<file path="config.mk">
export PLATFORM = sky130hd
export DESIGN_NAME = hex_display_scheduler
export DESIGN_NICKNAME = d
export VERILOG_FILES = /design/src/rtl/hex_display_scheduler.sv
export SDC_FILE = /design/constraint.sdc
export NUM_CORES = 1
export LEC_CHECK = 0
export CORE_ASPECT_RATIO = 1.2
export CORE_MARGIN = 2
export CORE_UTILIZATION = 45
export DETAILED_ROUTE_END_ITERATION = 8
export HOLD_SLACK_MARGIN = 0.02
export PLACE_DENSITY = 0.87
export SETUP_SLACK_MARGIN = 0.5
export SYNTH_ARGS = -nofsm -noshare
export SYNTH_HDL_FRONTEND = slang
export SYNTH_SLANG_ARGS = --single-unit
export TNS_END_PERCENT = 50
</file>
<file path="constraint.sdc">
create_clock -name clk -period 4.5 [get_ports clk]
set_input_delay 0.9 -clock clk [delete_from_list [all_inputs] [get_ports clk]]
set_output_delay 0.9 -clock clk [all_outputs]
set_load 0.03 [all_outputs]
</file>
<file path="src/rtl/hex_display_scheduler.sv">
// Round-robin arbiter for three requesters that share a six-digit hex display.
// A granted owner keeps the display for a minimum dwell and can still update it after the dwell ends.
module hex_display_scheduler #(
  parameter int HOLD_CYCLES = 50000000
) (
  input  logic        clk,
  input  logic        reset,
  input  logic [2:0]  req,
  input  logic [71:0] value,
  input  logic [17:0] blank_in,
  output logic [2:0]  ack,
  output logic [23:0] digits,
  output logic [5:0]  blank,
  output logic [1:0]  owner,
  output logic        busy
);

  localparam logic [1:0] IDLE = 2'd0;
  localparam logic [1:0] SHOW = 2'd1;
  localparam logic [1:0] OPEN = 2'd2;

  localparam logic [25:0] DWELL_LOAD = 26'(HOLD_CYCLES - 1);

  logic [1:0]  state;
  logic [1:0]  rr_ptr;
  logic [25:0] dwell;

  logic [2:0]  cand;
  logic        found;
  logic [1:0]  winner;
  logic        owner_req;
  logic        grant_en;
  logic        update_en;
  logic [1:0]  sel;
  logic [23:0] sel_value;
  logic [5:0]  sel_blank;
  logic [2:0]  sel_onehot;

  // NOTE: every signal driven here gets a default first, so no path leaves it unassigned and no latch is inferred.
  always_comb begin
    cand   = req;
    found  = 1'b0;
    winner = 2'd0;
    owner_req = 1'b0;
    case (owner)
      2'd0:    owner_req = req[0];
      2'd1:    owner_req = req[1];
      2'd2:    owner_req = req[2];
      default: owner_req = 1'b0;
    endcase
    // Once the dwell has expired, only other requesters may take the display.
    if (state == OPEN) begin
      case (owner)
        2'd0:    cand[0] = 1'b0;
        2'd1:    cand[1] = 1'b0;
        2'd2:    cand[2] = 1'b0;
        default: cand    = req;
      endcase
    end
    for (int k = 0; k < 3; k++) begin
      int idx;
      idx = (int'(rr_ptr) + k) % 3;
      if (!found && cand[idx]) begin
        found  = 1'b1;
        winner = 2'(idx);
      end
    end

    grant_en  = found && (state == IDLE || state == OPEN);
    update_en = !grant_en && (state == SHOW || state == OPEN) && owner_req;
    sel       = grant_en ? winner : owner;

    sel_value  = value[23:0];
    sel_blank  = blank_in[5:0];
    sel_onehot = 3'b001;
    case (sel)
      2'd1: begin
        sel_value  = value[47:24];
        sel_blank  = blank_in[11:6];
        sel_onehot = 3'b010;
      end
      2'd2: begin
        sel_value  = value[71:48];
        sel_blank  = blank_in[17:12];
        sel_onehot = 3'b100;
      end
      default: ;
    endcase
  end

  // NOTE: sequential state uses non-blocking assignments so all registers update together on the edge.
  always_ff @(posedge clk) begin
    if (reset) begin
      state  <= IDLE;
      rr_ptr <= 2'd0;
      dwell  <= 26'd0;
      ack    <= 3'b000;
      digits <= 24'h000000;
      blank  <= 6'b111111;
      owner  <= 2'd3;
    end else begin
      ack <= 3'b000;

      if (grant_en || update_en) begin
        digits <= sel_value;
        blank  <= sel_blank;
        ack    <= sel_onehot;
      end

      if (grant_en) begin
        owner  <= winner;
        rr_ptr <= (winner == 2'd2) ? 2'd0 : winner + 2'd1;
        dwell  <= DWELL_LOAD;
        state  <= SHOW;
      end else begin
        case (state)
          SHOW: begin
            if (dwell == 26'd0) state <= OPEN;
            else                dwell <= dwell - 26'd1;
          end
          IDLE, OPEN: ;
          default: state <= IDLE;
        endcase
      end
    end
  end

  assign busy = (state == SHOW);

endmodule
</file>
==> qor.yml <==
status: "finished clean"
grt_max_degree: 45
cp_top_family: "compound AO/OA/AOI/OAI gates"
chipWidth_um: 87.1
fillCellCount: 637
start_kind: "input port"
pwr_density_cell_nw_per_um2: 702
grt_usage_pct: 25.2
synth_cell_types: 48
drv_cap: 0
syn-instance-count: 477
seq_area_frac_synth_pct: 34.9
comb_power_share_pct: 62.3
clk_pin_slew_ns: 0.07
cts_sinks: 65
detail_route.wirelength_um: 11200
drt_pre_antenna_iters: 5
cts_buffers: 9
ys.flop_type: "dfxtp_1"
netSwitchingFraction_pct: 48.0
post_cts_resize_count: 0
drc: 0
antenna_found_initial: 0
crit_chain: "clkdlybuf4s50_1 -> nor4bb_1 -> o41ai_1 -> and4_1 -> buf_4 -> a21o_1 -> ha_2 -> buf_4 -> a22oi_1 -> o21ai_0 -> o21ai_0 -> a21oi_1"
multi_input_comb_area_um2: 2230
whs_ns: 0.469
core_area_um2: 8060
placed_cells: 671
grt_pass1_vias: 3993
postCtsSetupBuffers: 0
syn_area_um2: 3720
cts_tree: "done"
grt_pass1_wl_um: 18500
slew-limit-headroom_pct: 29.7
crit_fanout: 31
finalMaxSlewViolations: 0
min_period_ns: 3.74
register_area_um2: 1300
ir_drop_v: 0.000462
finalHoldViolations: 0
slowest_delay_ns: 0.57
ioPinCount: 131
die_h_um: 104
vias: 4163
synth_edf_count: 0
dp_hpwl_um: 8070
crit_type: "in2reg"
fin_util_pct: 65.1
crit_slowest_cell: "clkdlybuf4s50_1"
diodes: 0
hold_class: "reg2reg"
async_flop_share_pct: 0
ctsHoldBuffers: 0
clock_latency_ns: 0.34
avgSynthCellArea_um2: 7.81
htree_levels: 3
crit_required_ns: 4.77
die-area_um2: 9020
rows: 36
syn_to_final_growth_pct: 41.0
wl_per_cell_um: 16.4
rsz0062_at_grt: "false"
p_clk_share_pct: 13.3
cp-end-kind: "flop"
fin_crit_sh_pct: 83.2
ys_ff_latch: 65
seq_power_share_pct: 24.4
nNetsFinal: 693
clock_path_buffers: 2
p_int_mw: 1.92
max_slew.worst_pin.slew_ns: 1.05
drt_iter0_drc: 181
drive_above_1_share_pct: 5.57
numPortBuffers: 130
viasPerCell: 6.06
ant_nets: 0
syn_nets: 583
critPathBufInv: 3
clock_skew_ns: 0.00728
p_sw_mw: 1.77
setup_viol: 0
fin_tns_setup_ns: 0
cp.arrival_ns: 4.02
initial_utilization_pct: 46.2
fin_cells: 687
synth_warnings: 0
max_freq_mhz: 267
cts-root-buf: "clkbuf_8"
overflow: 0
p_leak_nw: 1.90
place_congestion: 0.857
worst paths after layout:
path                                   end  startpoint  slack, ns  cells after the start
worst max-delay path            digits[12]      req[2]       0.76                     12
worst min-delay path            digits[16]  digits[16]       0.47                      2
worst max register to register  digits[12]   rr_ptr[0]       1.04                     13
worst min register to register  digits[16]  digits[16]       0.47                      2
flip-flops by register name (all words and copies together), names as in the netlist:
| name | cells |
|---|---|
| blank | 6 |
| state | 2 |
| dwell | 26 |
| digits | 24 |
| ack | 3 |
| rr_ptr | 2 |
| owner | 2 |
cells by family (layout without fill, tap and decap cells):
kind of cell	count (synthesis)	count (layout)	share of synthesized area, %
simple gates	145	145	21.8
flops	65	65	34.9
compound gates	197	197	32.7
buf+inv	52	167	5.24
fa+ha+maj	11	11	3.69
mux	2	2	0.537
xor+xnor	5	5	1.18
tightest hold or removal path, stage by stage (launching register included):
cell and delay [ns]:
dfxtp_1 0.31, nand3_1 0.06, a21oi_1 0.05
power by group through the flow:
stage,Sequential [mW],Combinational (mW),Clock [mW]
finish,0.900,2.30,0.490
global route,0.926,2.55,0.514
CTS,0.897,2.27,0.497
detailed placement,0.907,2.26,0
global placement,0.900,2.19,0
floorplan,1.05,1.46,0
placed cells by master (no fill, tap or decap), types with 9 or more instances in the layout:
cell type,n
inv_1,12
a22oi_1,31
buf_4,9
nand3_1,27
clkdlybuf4s50_1,129
nand2_1,33
and3_1,11
o21ai_0,56
ha_1,9
nor2_1,14
a21oi_1,62
o31ai_1,15
dfxtp_1,65
clkbuf_8,10
layer usage:
layer  up-vias  routed length [µm]  track usage (%)
li1       2012                   -                -
met1      1951                4400             30.0
met2       170                5640             42.5
met3        30                 838             5.98
met4         0                 365             10.4
met5         -                   0                0
final cells by class:
cell class | instances | share of cell area [%]
timing repair buffer | 139 | 26.0
clock inverter | 3 | 0.762
inverter | 12 | 0.858
clock buffer | 13 | 2.84
sequential | 65 | 24.8
tap | 95 | 2.26
multi-input combinational | 360 | 42.5
synthesized netlist by cell type, types with 8 or more instances:
cell type / number / area share [%]
o31ai_1: 15 / 3.0
or4_1: 8 / 1.6
a21oi_1: 62 / 8.3
and3_1: 11 / 1.8
nor2_1: 14 / 1.4
inv_1: 12 / 1.2
o21ai_0: 56 / 7.5
nand3_1: 27 / 3.6
clkbuf_1: 38 / 3.8
ha_1: 11 / 3.7
nor3b_1: 8 / 1.6
or3_1: 8 / 1.3
nand2_1: 33 / 3.3
dfxtp_1: 65 / 35
a211o_1: 8 / 1.9
a22oi_1: 31 / 6.2
through the flow:
step | worst slack [ns] | total power [mW] | area (µm²)
2_1_floorplan | 0.938 | 2.51 | 3720
3_3_place_gp | 0.523 | 3.09 | 5060
3_5_place_dp | 0.337 | 3.16 | 5060
4_1_cts | 0.697 | 3.67 | 5250
5_1_grt | 0.493 | 3.99 | 5250
6_report | 0.757 | 3.69 | 5250
No activity file was read; power rests on OpenSTA's default activity.
